`config.mk`:
```
export PLATFORM = sky130hd
export DESIGN_NAME = qed_dup_engine
export DESIGN_NICKNAME = d
export VERILOG_FILES = /design/src/rtl/qed_pkg.sv /design/src/rtl/qed_remap.sv /design/src/rtl/qed_dup_engine.sv
export SDC_FILE = /design/constraint.sdc
export NUM_CORES = 1
export LEC_CHECK = 0
export CAP_MARGIN = 20
export CORE_MARGIN = 1.5
export CORE_UTILIZATION = 56
export DETAILED_ROUTE_END_ITERATION = 10
export HOLD_SLACK_MARGIN = 0.02
export PLACE_DENSITY = 0.88
export SYNTH_ARGS = -nofsm -noshare
export SYNTH_HDL_FRONTEND = slang
export SYNTH_SLANG_ARGS = --single-unit
```
`constraint.sdc`:
```
create_clock -name clk -period 3.4 [get_ports clk]
set_input_delay 0.68 -clock clk [delete_from_list [all_inputs] [get_ports clk]]
set_output_delay 0.68 -clock clk [all_outputs]
set_load 0.02 [all_outputs]
```
`src/rtl/qed_pkg.sv`:
```
`default_nettype none
// ----------------------------------------------------------------------------
// qed_pkg : opcodes, instruction classes and FSM states for qed_dup_engine
// Rev 1.0
// ----------------------------------------------------------------------------
package qed_pkg;

  localparam logic [6:0] OP_R     = 7'b0110011;
  localparam logic [6:0] OP_I     = 7'b0010011;
  localparam logic [6:0] OP_LOAD  = 7'b0000011;
  localparam logic [6:0] OP_STORE = 7'b0100011;

  typedef enum logic [2:0] {
    CLS_NONE,
    CLS_R,
    CLS_I,
    CLS_LOAD,
    CLS_STORE
  } cls_e;

  typedef enum logic [0:0] {
    ST_ORIG,
    ST_DUP
  } state_e;

  function automatic cls_e classify(input logic [6:0] op);
    case (op)
      OP_R:     return CLS_R;
      OP_I:     return CLS_I;
      OP_LOAD:  return CLS_LOAD;
      OP_STORE: return CLS_STORE;
      default:  return CLS_NONE;
    endcase
  endfunction

endpackage
`default_nettype wire

```
`src/rtl/qed_remap.sv`:
```
`default_nettype none
// ----------------------------------------------------------------------------
// qed_remap : classifies an instruction and builds its EDDI-V duplicate
// Rev 1.0
// ----------------------------------------------------------------------------
module qed_remap
  import qed_pkg::*;
#(
  parameter int XLEN     = 32,
  parameter int REG_W    = 5,
  parameter int IMM_KEEP = 10
) (
  input  logic [XLEN-1:0] i_instr,
  output logic [XLEN-1:0] o_dup,
  output cls_e            o_cls
);

  // Duplicate memory offsets keep the low IMM_KEEP bits and force the upper field to 01.
  localparam logic [11:0] c_KEEP_MASK = 12'((1 << IMM_KEEP) - 1);
  localparam logic [11:0] c_DUP_BASE  = 12'(1 << IMM_KEEP);

  function automatic logic [REG_W-1:0] dup_reg(input logic [REG_W-1:0] r);
    return (r == '0) ? r : {1'b1, r[REG_W-2:0]};
  endfunction

  logic [11:0] w_ld_imm;
  logic [11:0] w_st_imm;

  always_comb begin
    o_cls    = classify(i_instr[6:0]);
    w_ld_imm = (i_instr[31:20] & c_KEEP_MASK) | c_DUP_BASE;
    w_st_imm = ({i_instr[31:25], i_instr[11:7]} & c_KEEP_MASK) | c_DUP_BASE;
    o_dup    = i_instr;
    case (o_cls)
      CLS_R: begin
        o_dup[7 +: REG_W]  = dup_reg(i_instr[7 +: REG_W]);
        o_dup[15 +: REG_W] = dup_reg(i_instr[15 +: REG_W]);
        o_dup[20 +: REG_W] = dup_reg(i_instr[20 +: REG_W]);
      end
      CLS_I: begin
        o_dup[7 +: REG_W]  = dup_reg(i_instr[7 +: REG_W]);
        o_dup[15 +: REG_W] = dup_reg(i_instr[15 +: REG_W]);
      end
      CLS_LOAD: begin
        o_dup[7 +: REG_W]  = dup_reg(i_instr[7 +: REG_W]);
        o_dup[15 +: REG_W] = dup_reg(i_instr[15 +: REG_W]);
        o_dup[31:20]       = w_ld_imm;
      end
      CLS_STORE: begin
        o_dup[15 +: REG_W] = dup_reg(i_instr[15 +: REG_W]);
        o_dup[20 +: REG_W] = dup_reg(i_instr[20 +: REG_W]);
        o_dup[31:25]       = w_st_imm[11:5];
        o_dup[11:7]        = w_st_imm[4:0];
      end
      default: o_dup = i_instr;
    endcase
  end

endmodule
`default_nettype wire

```
`src/rtl/qed_dup_engine.sv`:
```
`default_nettype none
// ----------------------------------------------------------------------------
// qed_dup_engine : EDDI-V duplication engine between fetch and decode
// Rev 1.0
// ----------------------------------------------------------------------------
module qed_dup_engine
  import qed_pkg::*;
#(
  parameter int XLEN     = 32,
  parameter int REG_W    = 5,
  parameter int DEPTH    = 4,
  parameter int IMM_KEEP = 10
) (
  input  logic                     clk,
  input  logic                     rst,
  input  logic                     ena,
  input  logic                     exec_dup,
  input  logic                     in_valid,
  output logic                     in_ready,
  input  logic [XLEN-1:0]          in_instr,
  output logic                     out_valid,
  input  logic                     out_ready,
  output logic [XLEN-1:0]          out_instr,
  output logic                     out_is_dup,
  output logic [$clog2(DEPTH):0]   qcount,
  output logic                     qed_ready
);

  localparam int c_AW = $clog2(DEPTH);
  localparam int c_PW = c_AW + 1;

  state_e            r_state;
  state_e            w_state_next;
  logic [c_PW-1:0]   r_wr_ptr;
  logic [c_PW-1:0]   r_rd_ptr;
  logic [XLEN-1:0]   r_mem [DEPTH];
  logic              r_out_valid;
  logic              r_out_is_dup;
  logic [XLEN-1:0]   r_out_instr;
  logic              r_qed_ready;

  logic [c_PW-1:0]   w_count;
  logic [c_PW-1:0]   w_count_next;
  logic              w_full;
  logic              w_empty;
  logic              w_out_load;
  logic              w_accept;
  logic              w_push;
  logic              w_pop;
  logic              w_valid_next;
  logic              w_is_dup_next;
  logic [XLEN-1:0]   w_remap_in;
  logic [XLEN-1:0]   w_dup;
  cls_e              w_cls;

  assign w_count    = r_wr_ptr - r_rd_ptr;
  assign w_full     = (r_wr_ptr[c_AW] != r_rd_ptr[c_AW]) &&
                      (r_wr_ptr[c_AW-1:0] == r_rd_ptr[c_AW-1:0]);
  assign w_empty    = (r_wr_ptr == r_rd_ptr);
  assign w_out_load = !r_out_valid || out_ready;

  // One remapper serves both modes: classify fetch in ORIG, remap the queue head in DUP.
  assign w_remap_in = (r_state == ST_DUP) ? r_mem[r_rd_ptr[c_AW-1:0]] : in_instr;

  qed_remap #(
    .XLEN     (XLEN),
    .REG_W    (REG_W),
    .IMM_KEEP (IMM_KEEP)
  ) u_remap (
    .i_instr (w_remap_in),
    .o_dup   (w_dup),
    .o_cls   (w_cls)
  );

  always_comb begin
    in_ready      = 1'b0;
    w_accept      = 1'b0;
    w_push        = 1'b0;
    w_pop         = 1'b0;
    w_state_next  = r_state;
    w_count_next  = w_count;
    w_valid_next  = r_out_valid && !out_ready;
    w_is_dup_next = r_out_is_dup;
    case (r_state)
      ST_ORIG: begin
        in_ready = w_out_load && !w_full;
        w_accept = in_valid && in_ready;
        w_push   = w_accept && ena && (w_cls != CLS_NONE);
        if (w_accept) begin
          w_valid_next  = 1'b1;
          w_is_dup_next = 1'b0;
        end
        w_count_next = w_count + c_PW'(w_push);
        if ((w_count_next != '0) && (exec_dup || (w_count_next == c_PW'(DEPTH))))
          w_state_next = ST_DUP;
      end
      ST_DUP: begin
        w_pop = w_out_load && !w_empty;
        if (w_pop) begin
          w_valid_next  = 1'b1;
          w_is_dup_next = 1'b1;
        end
        w_count_next = w_count - c_PW'(w_pop);
        if (w_count_next == '0)
          w_state_next = ST_ORIG;
      end
      default: w_state_next = ST_ORIG;
    endcase
  end

  always_ff @(posedge clk) begin
    if (rst) begin
      r_state      <= ST_ORIG;
      r_wr_ptr     <= '0;
      r_rd_ptr     <= '0;
      r_out_valid  <= 1'b0;
      r_out_is_dup <= 1'b0;
      r_out_instr  <= '0;
      r_qed_ready  <= 1'b1;
    end else begin
      r_state      <= w_state_next;
      r_out_valid  <= w_valid_next;
      r_out_is_dup <= w_is_dup_next;
      r_qed_ready  <= (w_state_next == ST_ORIG) && (w_count_next == '0) &&
                      !(w_valid_next && w_is_dup_next);
      if (w_accept)
        r_out_instr <= in_instr;
      else if (w_pop)
        r_out_instr <= w_dup;
      if (w_push)
        r_wr_ptr <= r_wr_ptr + c_PW'(1);
      if (w_pop)
        r_rd_ptr <= r_rd_ptr + c_PW'(1);
    end
  end

  // Queue keeps the original encoding; remap happens on the way out.
  always_ff @(posedge clk) begin
    if (w_push)
      r_mem[r_wr_ptr[c_AW-1:0]] <= in_instr;
  end

  assign out_valid  = r_out_valid;
  assign out_instr  = r_out_instr;
  assign out_is_dup = r_out_is_dup;
  assign qcount     = w_count;
  assign qed_ready  = r_qed_ready;

endmodule
`default_nettype wire

```
==> impl_metrics.json, run 1 <==
{
  "run_status": "finished clean",
  "chipWidth_um": 115,
  "max_slew_margin_pct": 45.3,
  "synth_area_um2": 7000,
  "dieHeight_um": 115,
  "viasPerCell": 5.99,
  "routed_wl_um": 16000,
  "drtIter0Drc": 460,
  "synth_common_cells": "edfxtp_1 (128), nor2_1 (60), mux2i_1 (50)",
  "cp.required_ns": 2.72,
  "fin_util_pct": 71.1,
  "slowest_delay_ns": 0.68,
  "gp_congestion": 0.822,
  "synth_area_leader_cell": "edfxtp_1",
  "synth_most_common_cell": "edfxtp_1",
  "maxSlewViolCount": 0,
  "dr_total_vias": 4453,
  "cp_slowest_cell": "clkdlybuf4s50_1",
  "dp_hpwl_um": 10200,
  "cts_hold_buf": 0,
  "clock.fmax_ghz": 0.309,
  "fin_crit_sh_pct": 95.3,
  "cp_cell_sequence": "inv_1 -> ha_1 -> inv_1 -> fa_1 -> xnor2_1 -> clkdlybuf4s50_1",
  "cts-resized-gates": 0,
  "p_switching_w": 0.000992,
  "insertion_delay_ns": 0.44,
  "drc_errors": 0,
  "synth_edf_count": 128,
  "crit_fanout": 4,
  "final_layout_size_suffix_gt1_share_pct": 12.7,
  "tns_ns": 0,
  "rows": 40,
  "cts_tree": "built",
  "power.total_w": 0.00464,
  "period_minus_slack_ns": 3.24,
  "fin_skew_ns": 0.00920,
  "cts_buffers": 17,
  "initial_core_util_pct": 57.8,
  "p_leak_nw": 2.92,
  "synthArstFlopShare_pct": 0,
  "antenna_found_initial": 0,
  "seq_power_share_pct": 49.7,
  "ir_worst_vdd_mv": 0.421,
  "clkSlewWorstSetupHoldPaths_ns": 0.07,
  "fin_nets": 613,
  "num-fill-cells": 745,
  "synth.distinct_cells": 50,
  "yosys_warnings": 0,
  "wl_per_cell_um": 21.5,
  "dr.pass1.iters": 5,
  "n_antenna_cell": 0,
  "swShare_pct": 21.4,
  "p_int_w": 0.00365,
  "die-area_um2": 13200,
  "hold_path.class": "reg -> reg",
  "track_usage_pct": 25.6,
  "core_um2": 12100,
  "power-per-cell-area_nw_per_um2": 539,
  "synthCells": 474,
  "io_buffers": 76,
  "setup_viol": 0,
  "yosysSeqAreaShare_pct": 67.5,
  "hold_viol": 0,
  "postCtsSetupBuffers": 0,
  "overflow": 0,
  "grt_max_degree": 27,
  "rsz0062_at_grt": "no",
  "startpoint_type": "flip-flop",
  "cp-end-kind": "primary output",
  "cts.sinks": 172,
  "tightest_slew_ns": 0.819,
  "ys_seq_elements": 172,
  "grt_pass1_wl_um": 24600,
  "synth_ff_type": "edfxtp_1",
  "reg2reg_setup_slack_ns": 0.69,
  "clkPwrFrac_pct": 43.9,
  "synth_nets": 524,
  "maxCapViolCount": 0,
  "pin_count": 77,
  "grt_pass1_vias": 4521,
  "ys_top_cells_by_area": "edfxtp_1 (55%), dfxtp_1 (13%), mux2i_1 (7.1%)",
  "synth_top_area_share_pct": 54.9,
  "cp.arrival_ns": 2.56,
  "avgSynthCellArea_um2": 14.8,
  "cts_buffer_depth": 2,
  "crit_type": "reg -> out",
  "antenna_left": 0,
  "area_delta_synth_final_pct": 22.9,
  "root_buffer": "clkbuf_16",
  "h-tree-depth": 4,
  "cp_common_cell": "inv_1",
  "combPwrFrac_pct": 6.4
}
worst paths after layout:
| path | cells after the start | startpoint | end |
|---|---|---|---|
| setup / recovery | 6 | r_wr_ptr[0]$_SDFFE_PP0P_ | qcount[2] |
| hold / removal | 2 | out_instr[21]$_SDFFE_PP0P_ | out_instr[21]$_SDFFE_PP0P_ |
| setup reg to reg | 12 | flip-flop | r_state$_SDFF_PP0_ |
| hold reg to reg | 2 | out_instr[21]$_SDFFE_PP0P_ | out_instr[21]$_SDFFE_PP0P_ |
flip-flops by register name, indices dropped and copies added (netlist names), named ones only:
| signal | cells |
|---|---|
| qed_ready | 1 |
| r_rd_ptr | 3 |
| r_state | 1 |
| out_is_dup | 1 |
| r_mem | 128 |
| out_instr | 32 |
| r_wr_ptr | 3 |
| out_valid | 1 |
logic make-up after synthesis:
family          synth area share [%]
simple gates                    7.54
flops                           67.5
mux                             12.3
compound gates                  6.32
buf+inv                         3.09
xor+xnor                        1.00
fa+ha+maj                       2.25
power groups by stage:
stage	Sequential [W]	Combinational, W	Clock (W)
6_report	0.00231	0.000297	0.00204
5_1_grt	0.00231	0.000317	0.00213
4_1_cts	0.00230	0.000297	0.00205
3_5_place_dp	0.00235	0.000293	0
3_3_place_gp	0.00235	0.000282	0
2_1_floorplan	0.00239	0.0000886	0
worst max-delay path: cells and delay by family (launching register included):
family | cells | cell delay (ns)
xor gates and xnor gates | 1 | 0.39
DFF | 1 | 0.35
buffers and inverters | 3 | 0.85
adders and majority gates | 2 | 0.54
area by class of cell:
class                           instances  area [um2]  share of cell area, %
Sequential cell                       172        4730                   54.9
Multi-Input combinational cell        263        2060                   24.0
Timing Repair Buffer                   98         951                   11.0
Clock buffer                           17         425                   4.94
Tap cell                              168         210                   2.44
Clock inverter                         15         194                   2.25
Inverter                               11        41.3                  0.480
layer usage:
metal	wire, um	GRT usage (%)	vias to the layer above	part of all wire (%)
li1	-	-	1978	-
met1	6380	32.6	2213	40
met2	8060	42.2	228	50
met3	1140	6.33	34	7.1
met4	431	11.4	0	2.7
met5	0	0	-	0
cells in the final DEF (no fill, tap or decap), types with 2 or more instances in the layout:
master,instances
edfxtp_1,128
clkdlybuf4s50_1,76
nor2_1,60
mux2i_1,50
dfxtp_1,43
buf_4,20
nor3_1,18
clkbuf_16,17
mux4_2,15
a211oi_1,13
inv_1,11
ha_1,11
nand2_1,10
nand2b_1,7
a21oi_1,7
o221ai_1,6
o22ai_1,6
nor4_1,5
o21ai_0,5
xnor2_1,4
xor2_1,4
a21o_1,4
a2bb2oi_1,4
bufinv_16,4
clkinv_2,4
o211ai_1,3
nor2b_1,3
and2_1,3
inv_6,3
and3_1,2
o21ai_1,2
a311oi_1,2
a31oi_1,2
nand3_1,2
clkinvlp_4,2
buf_12,2
metrics by stage:
stage / worst slack (ns) / std cells / hold WS (ns) / cell area [um2]
4_1_cts: 0.171 / 744 / 0.497 / 8610
3_5_place_dp: 0.222 / 712 / 0.489 / 7990
5_1_grt: 0.0781 / 744 / 0.524 / 8610
3_3_place_gp: 0.359 / 712 / 0.484 / 7990
6_report: 0.161 / 744 / 0.496 / 8610
2_1_floorplan: 0.678 / 474 / 0.517 / 7000
No activity file was read; power rests on OpenSTA's default activity.
==> run 2: changes to the inputs <==
Settings changed: CORE_UTILIZATION 56 to 57, GPL_ROUTABILITY_DRIVEN from default to 0, PLACE_DENSITY 0.88 to 0.89, SYNTH_HIERARCHICAL from default to 1.
==> run 2 against run 1 <==
The flow now finishes with violations (negative setup slack). Worst hold slack worse by 0.015 ns. Cell area is 7.4% higher. Core utilization is 2.2 points higher. Non-clock buffer count is 19 higher. Flip-flop and latch count stayed put. Combinational power is 2% lower. Register-to-register slack worse by 0.74 ns. Critical path type is now reg -> reg. Largest power group unchanged. Highest routed layer unchanged.
==> impl_metrics.json, run 2 <==
{
  "setup_ws_ns": -0.0467,
  "cts.sinks": 172,
  "io_buffers": 76,
  "clock.fmax_ghz": 0.290,
  "cp.arrival_ns": 3.59,
  "crit_cells": 10,
  "chipWidth_um": 117,
  "ir_worst_vdd_mv": 0.487,
  "startpoint_type": "flip-flop",
  "synth.distinct_cells": 44,
  "crit_family": "simple AND/OR/NAND/NOR gates",
  "grt_max_degree": 34,
  "crit_fanout": 7,
  "synth_edf_count": 128,
  "max_slew_margin_pct": 46.4,
  "largest_reg_flops": 128,
  "root_buffer": "clkbuf_16",
  "seq_power_share_pct": 51.2,
  "routed_wl_um": 16300,
  "final_cells": 711,
  "worstHoldPathCells": 2,
  "synthCells": 440,
  "wl_per_cell_um": 22.9,
  "cp.required_ns": 3.55,
  "viasPerCell": 6.05,
  "die-area_um2": 13700,
  "crit_type": "reg -> reg",
  "tightest_slew_ns": 0.799,
  "violations": "negative setup slack",
  "synth_top_area_share_pct": 52.0,
  "ys_seq_elements": 172,
  "synth_nets": 490,
  "cp-end-kind": "flip-flop",
  "ys_top_cells_by_area": "edfxtp_1 (52%), dfxtp_1 (12%), mux4_2 (9.7%)",
  "synth_area_um2": 7400,
  "grt_pass1_wl_um": 24800,
  "clkSlewWorstSetupHoldPaths_ns": 0.06,
  "period_minus_slack_ns": 3.45,
  "rows": 41,
  "track_usage_pct": 25.4,
  "timing.reg2reg.worst_path_depth": 10,
  "setup_viol": 95,
  "fin_crit_sh_pct": 101,
  "power-per-cell-area_nw_per_um2": 484,
  "dr.pass1.iters": 5,
  "cp_cell_sequence": "mux4_2 -> mux2_4 -> or4b_4 -> nor3b_4 -> o31ai_4 -> buf_4 -> a2111oi_4 -> buf_4 -> and2_4 -> clkbuf_16",
  "maxCapViolCount": 0,
  "synth_ff_type": "edfxtp_1",
  "num-fill-cells": 775,
  "hold_viol": 0,
  "cts_buffer_depth": 2,
  "dr_total_vias": 4302,
  "drc_errors": 0,
  "maxSlewViolCount": 0,
  "p_leak_nw": 3.27,
  "combPwrFrac_pct": 6.5,
  "pin_count": 77,
  "drtIter0Drc": 245,
  "cts_buffers": 17,
  "p_int_w": 0.00354,
  "power.total_w": 0.00448,
  "cts_tree": "built",
  "dieHeight_um": 117,
  "n_antenna_cell": 0,
  "final_layout_size_suffix_gt1_share_pct": 28.8,
  "placed_cells": 675,
  "p_switching_w": 0.000939,
  "area_delta_synth_final_pct": 25.1,
  "synth_most_common_cell": "edfxtp_1",
  "timing.hold.ws_ns": 0.480,
  "worst-path-buf-inv": 3,
  "final_cell_mix": "edfxtp_1 (128), clkdlybuf4s50_1 (76), dfxtp_1 (42), mux2i_1 (34)",
  "layout_commonest_cell": "edfxtp_1",
  "cp_slowest_cell": "or4b_4",
  "yosys_warnings": 6,
  "overflow": 0,
  "antenna_left": 0,
  "synth_common_cells": "edfxtp_1 (128), dfxtp_1 (44), mux2i_1 (34)",
  "synth_area_leader_cell": "edfxtp_1",
  "insertion_delay_ns": 0.43,
  "swShare_pct": 21.0,
  "clkPwrFrac_pct": 42.3,
  "dp_hpwl_um": 10800,
  "cp_common_cell": "buf_4",
  "initial_core_util_pct": 58.6,
  "slowest_delay_ns": 0.62,
  "fin_nets": 576,
  "h-tree-depth": 4,
  "grt_pass1_vias": 4530,
  "tns_ns": -1.95,
  "rsz0062_at_grt": "yes",
  "synthArstFlopShare_pct": 0,
  "avgSynthCellArea_um2": 16.8,
  "yosysSeqAreaShare_pct": 63.9,
  "core_um2": 12600,
  "antenna_found_initial": 0,
  "run_status": "complete, but fails checks",
  "fin_skew_ns": 0.00791,
  "hold_path.class": "reg -> reg"
}
==> run 2: cell types whose count changed in the layout (fill, tap and decap cells not counted), moves of 16 or more <==
cell	delta
mux2_2	+29
nor2_1	-52
o2bb2ai_1	+32
nor3_1	-17
mux2i_1	-16
mux4_2	+17
==> run 2: path summary, 6_finish.rpt <==
check,from,endpoint,slack [ns]
worst min-delay path,out_is_dup$_SDFF_PP0_,out_is_dup$_SDFF_PP0_,0.48
worst max register to register,flip-flop,r_mem[0][20]$_DFFE_PP_,-0.05
worst min register to register,out_is_dup$_SDFF_PP0_,out_is_dup$_SDFF_PP0_,0.48
worst max-delay path,flip-flop,r_mem[0][20]$_DFFE_PP_,-0.05
==> run 2: layer usage <==
| layer | part of all wire (%) | vias up | GRT usage, % |
|---|---|---|---|
| met5 | 0 | - | 0 |
| met2 | 52 | 208 | 41.9 |
| li1 | - | 1876 | - |
| met1 | 39 | 2177 | 32.0 |
| met3 | 6.8 | 41 | 6.13 |
| met4 | 2.9 | 0 | 12.4 |
==> run 2: worst reg2reg max path, cell delays in order, from the launching register on <==
cell and delay, ns:
dfxtp_4 0.40, mux4_2 0.53, mux2_4 0.28, or4b_4 0.62
nor3b_4 0.26, o31ai_4 0.09, buf_4 0.16, a2111oi_4 0.19
buf_4 0.22, and2_4 0.24, clkbuf_16 0.18
==> run 2: cells by family after synthesis <==
logic type	Yosys count	share of synthesized area, %
xor+xnor	6	0.998
fa+ha+maj	12	2.13
compound gates	52	6.18
flops	172	63.9
simple gates	35	2.61
mux	98	19.2
buf+inv	65	4.99
==> run 2: final cells by class <==
| type | count | area (um2) | area share (%) |
|---|---|---|---|
| timing repair buffer | 117 | 1260 | 13.6 |
| inverter | 15 | 56.3 | 0.609 |
| sequential | 172 | 4730 | 51.1 |
| clock inverter | 10 | 116 | 1.26 |
| multi-input combinational | 203 | 2410 | 26.1 |
| tap | 172 | 215 | 2.33 |
| clock buffer | 22 | 464 | 5.02 |
==> run 2: what timing repair did <==
| item | CTS | global route |
|---|---|---|
| gates cloned | 0 | 3 |
| hold buffers | 0 | 0 |
| buffers inserted | 1 | 0 |
| pin swaps | 1 | 11 |
| endpoints found under the hold margin | 0 | 0 |
| gates resized for setup | 8 | 11 |
| endpoints found under the setup margin | 133 | 132 |
==> run 2: power groups by stage <==
stage | Clock [W] | Sequential (W) | Combinational (W)
final | 0.00189 | 0.00229 | 0.000292
after CTS | 0.00191 | 0.00229 | 0.000288
after detailed placement | 0 | 0.00234 | 0.000285
after global placement | 0 | 0.00234 | 0.000275
after global routing | 0.00200 | 0.00230 | 0.000310
after floorplan | 0 | 0.00237 | 0.000117
==> run 2: per-stage QoR <==
stage / utilization [%] / worst slack [ns] / area [um2]
2_1_floorplan: - / -0.139 / 7470
3_3_place_gp: 67.4 / -0.355 / 8500
4_1_cts: 72.2 / -0.0608 / 9120
6_report: 73.3 / -0.0467 / 9250
3_5_place_dp: 67.4 / -0.531 / 8500
5_1_grt: 73.3 / -0.182 / 9250
==> run 3: changes to the inputs <==
Settings changed: ABC_AREA from default to 0, RECOVER_POWER from default to 25.
==> run 3 against run 2 <==
Core utilization is the same. Combinational power down 1%. Total power hardly changed. Critical path depth is the same. Sequential share of layout area did not move. The run still ends with negative setup slack left. Worst setup slack is essentially flat. First-iteration DRC count rose by 2.4%. Clock power is essentially flat. Maximum frequency hardly changed. Die area is the same. Cell area stayed put.
==> impl_metrics.json, run 3 (synthesized netlist as in run 2, its figures left out) <==
{
  "run_status": "complete, but fails checks",
  "violations": "negative setup slack",
  "placed_cells": 675,
  "maxCapViolCount": 0,
  "ir_worst_vdd_mv": 0.488,
  "worstReg2RegEnd": "r_mem[0][20]$_DFFE_PP_",
  "fin_crit_sh_pct": 101,
  "tightest_slew_ns": 0.792,
  "rsz0062_at_grt": "yes",
  "insertion_delay_ns": 0.43,
  "swShare_pct": 21.0,
  "layout_commonest_cell": "edfxtp_1",
  "dp_hpwl_um": 10800,
  "final_cells": 711,
  "drc_errors": 0,
  "clock.fmax_ghz": 0.290,
  "grt_max_degree": 34,
  "initial_core_util_pct": 58.6,
  "dieHeight_um": 117,
  "seq_power_share_pct": 51.2,
  "crit_fanout": 7,
  "cts.sinks": 172,
  "viasPerCell": 6.06,
  "area_delta_synth_final_pct": 25.1,
  "startpoint_type": "flip-flop",
  "reg2reg_setup_slack_ns": -0.05,
  "combPwrFrac_pct": 6.4,
  "cp_slowest_cell": "or4b_4",
  "cp.arrival_ns": 3.60,
  "dr.pass1.iters": 5,
  "final_layout_size_suffix_gt1_share_pct": 28.8,
  "antenna_left": 0,
  "fin_skew_ns": 0.00711,
  "slowest_delay_ns": 0.61,
  "period_minus_slack_ns": 3.45,
  "met2_usage_pct": 41.9,
  "chipWidth_um": 117,
  "wl_per_cell_um": 22.9,
  "place_ws_ns": -0.531,
  "io_buffers": 76,
  "cts_buffers": 17,
  "met3_usage_pct": 6.13,
  "cts_tree": "built",
  "setup_ws_ns": -0.0472,
  "cp.required_ns": 3.55,
  "track_usage_pct": 25.4,
  "dr_total_vias": 4309,
  "routed_wl_um": 16300,
  "pin_count": 77,
  "cp_common_cell": "buf_4",
  "n_antenna_cell": 0,
  "max_slew_margin_pct": 46.9,
  "worstHoldPathCells": 2,
  "worst-path-buf-inv": 3,
  "fin_nets": 576,
  "busiest_layer": "met2",
  "overflow": 0,
  "timing.reg2reg.worst_path_depth": 10,
  "hold_viol": 0,
  "setup_viol": 103,
  "clkSlewWorstSetupHoldPaths_ns": 0.06,
  "grt_pass1_wl_um": 24800,
  "rows": 41,
  "maxSlewViolCount": 0,
  "p_switching_w": 0.000942,
  "antenna_found_initial": 0,
  "crit_family": "simple AND/OR/NAND/NOR gates",
  "hold_path.class": "reg -> reg",
  "p_leak_nw": 3.27,
  "worstHoldStart": "out_is_dup$_SDFF_PP0_",
  "p_int_w": 0.00354,
  "final_cell_mix": "edfxtp_1 (128), clkdlybuf4s50_1 (60), dfxtp_1 (42), mux2i_1 (34)",
  "num-fill-cells": 775,
  "core_um2": 12600,
  "met1_usage_pct": 32.0,
  "h-tree-depth": 4,
  "power-per-cell-area_nw_per_um2": 484,
  "clkPwrFrac_pct": 42.3,
  "cts_buffer_depth": 2,
  "crit_type": "reg -> reg",
  "min_to": "out_is_dup$_SDFF_PP0_",
  "cp-end-kind": "flip-flop",
  "die-area_um2": 13700,
  "grt_pass1_vias": 4530,
  "cp_cell_sequence": "mux4_2 -> mux2_4 -> or4b_4 -> nor3b_4 -> o31ai_4 -> buf_4 -> a2111oi_4 -> buf_4 -> and2_4 -> clkbuf_16",
  "drtIter0Drc": 251,
  "largest_reg_flops": 128,
  "root_buffer": "clkbuf_16"
}
==> run 3: changes by cell type in the layout (fill, tap and decap cells not counted) <==
| cell | before | now |
|---|---|---|
| clkdlybuf4s50_1 | 76 | 60 |
| dlygate4sd3_1 | 0 | 16 |
==> run 3: how the worst max path moves through the flow <==
stage,from,end,cells past startpoint
finish,flip-flop,r_mem[0][20]$_DFFE_PP_,10
global route,flip-flop,qed_ready$_SDFF_PP1_,13
CTS,flip-flop,r_mem[0][28]$_DFFE_PP_,10
detailed placement,in_instr[3],r_mem[0][28]$_DFFE_PP_,9
global placement,in_instr[3],r_mem[0][28]$_DFFE_PP_,9
floorplan,flip-flop,r_mem[3][0]$_DFFE_PP_,10
==> run 3: stage by stage <==
stage	instance area (um2)	total power (W)	hold slack, ns	setup TNS, ns	util (%)
2_1_floorplan	7470	0.00249	0.507	-17.51	-
3_3_place_gp	8500	0.00261	0.462	-44.22	67.4
3_5_place_dp	8500	0.00262	0.481	-67.27	67.4
4_1_cts	9120	0.00449	0.489	-4.85	72.2
5_1_grt	9250	0.00461	0.516	-11.50	73.3
6_report	9250	0.00448	0.480	-2.14	73.3
==> run 3: area by class of cell <==
cell class,instances,area [um2],area share [%]
clock inverters,10,116,1.26
clock buffers,22,464,5.02
well taps,172,215,2.33
multi-input cells,203,2410,26.1
inverters,15,56.3,0.609
repair buffers,117,1260,13.6
flip-flops and latches,172,4730,51.1
==> run 3: worst register-to-register path: cells and delay by family, from the launching register on <==
family,cells,cell delay (ns)
simple gates,3,1.12
compound gates,2,0.28
buf+inv,3,0.56
mux,2,0.81
flops,1,0.40
==> run 3: power groups by stage <==
stage,Clock [W],Combinational (W),Sequential (W)
5_1_grt,0.00200,0.000306,0.00230
3_5_place_dp,0,0.000285,0.00234
6_report,0.00190,0.000288,0.00229
3_3_place_gp,0,0.000275,0.00234
2_1_floorplan,0,0.000117,0.00237
4_1_cts,0.00191,0.000288,0.00229
==> run 3: per-layer routing <==
layer / part of all wire, % / wire, um
met2: 52 / 8400
met3: 6.6 / 1070
met5: 0 / 0
met4: 2.8 / 450
met1: 39 / 6350
==> run 3: timing repair <==
action,4_1_cts,5_1_grt
hold buffers,0,0
buffers inserted,1,0
gates cloned,0,3
gates resized for setup,8,11
pin swaps,1,11
setup endpoints to repair,133,132
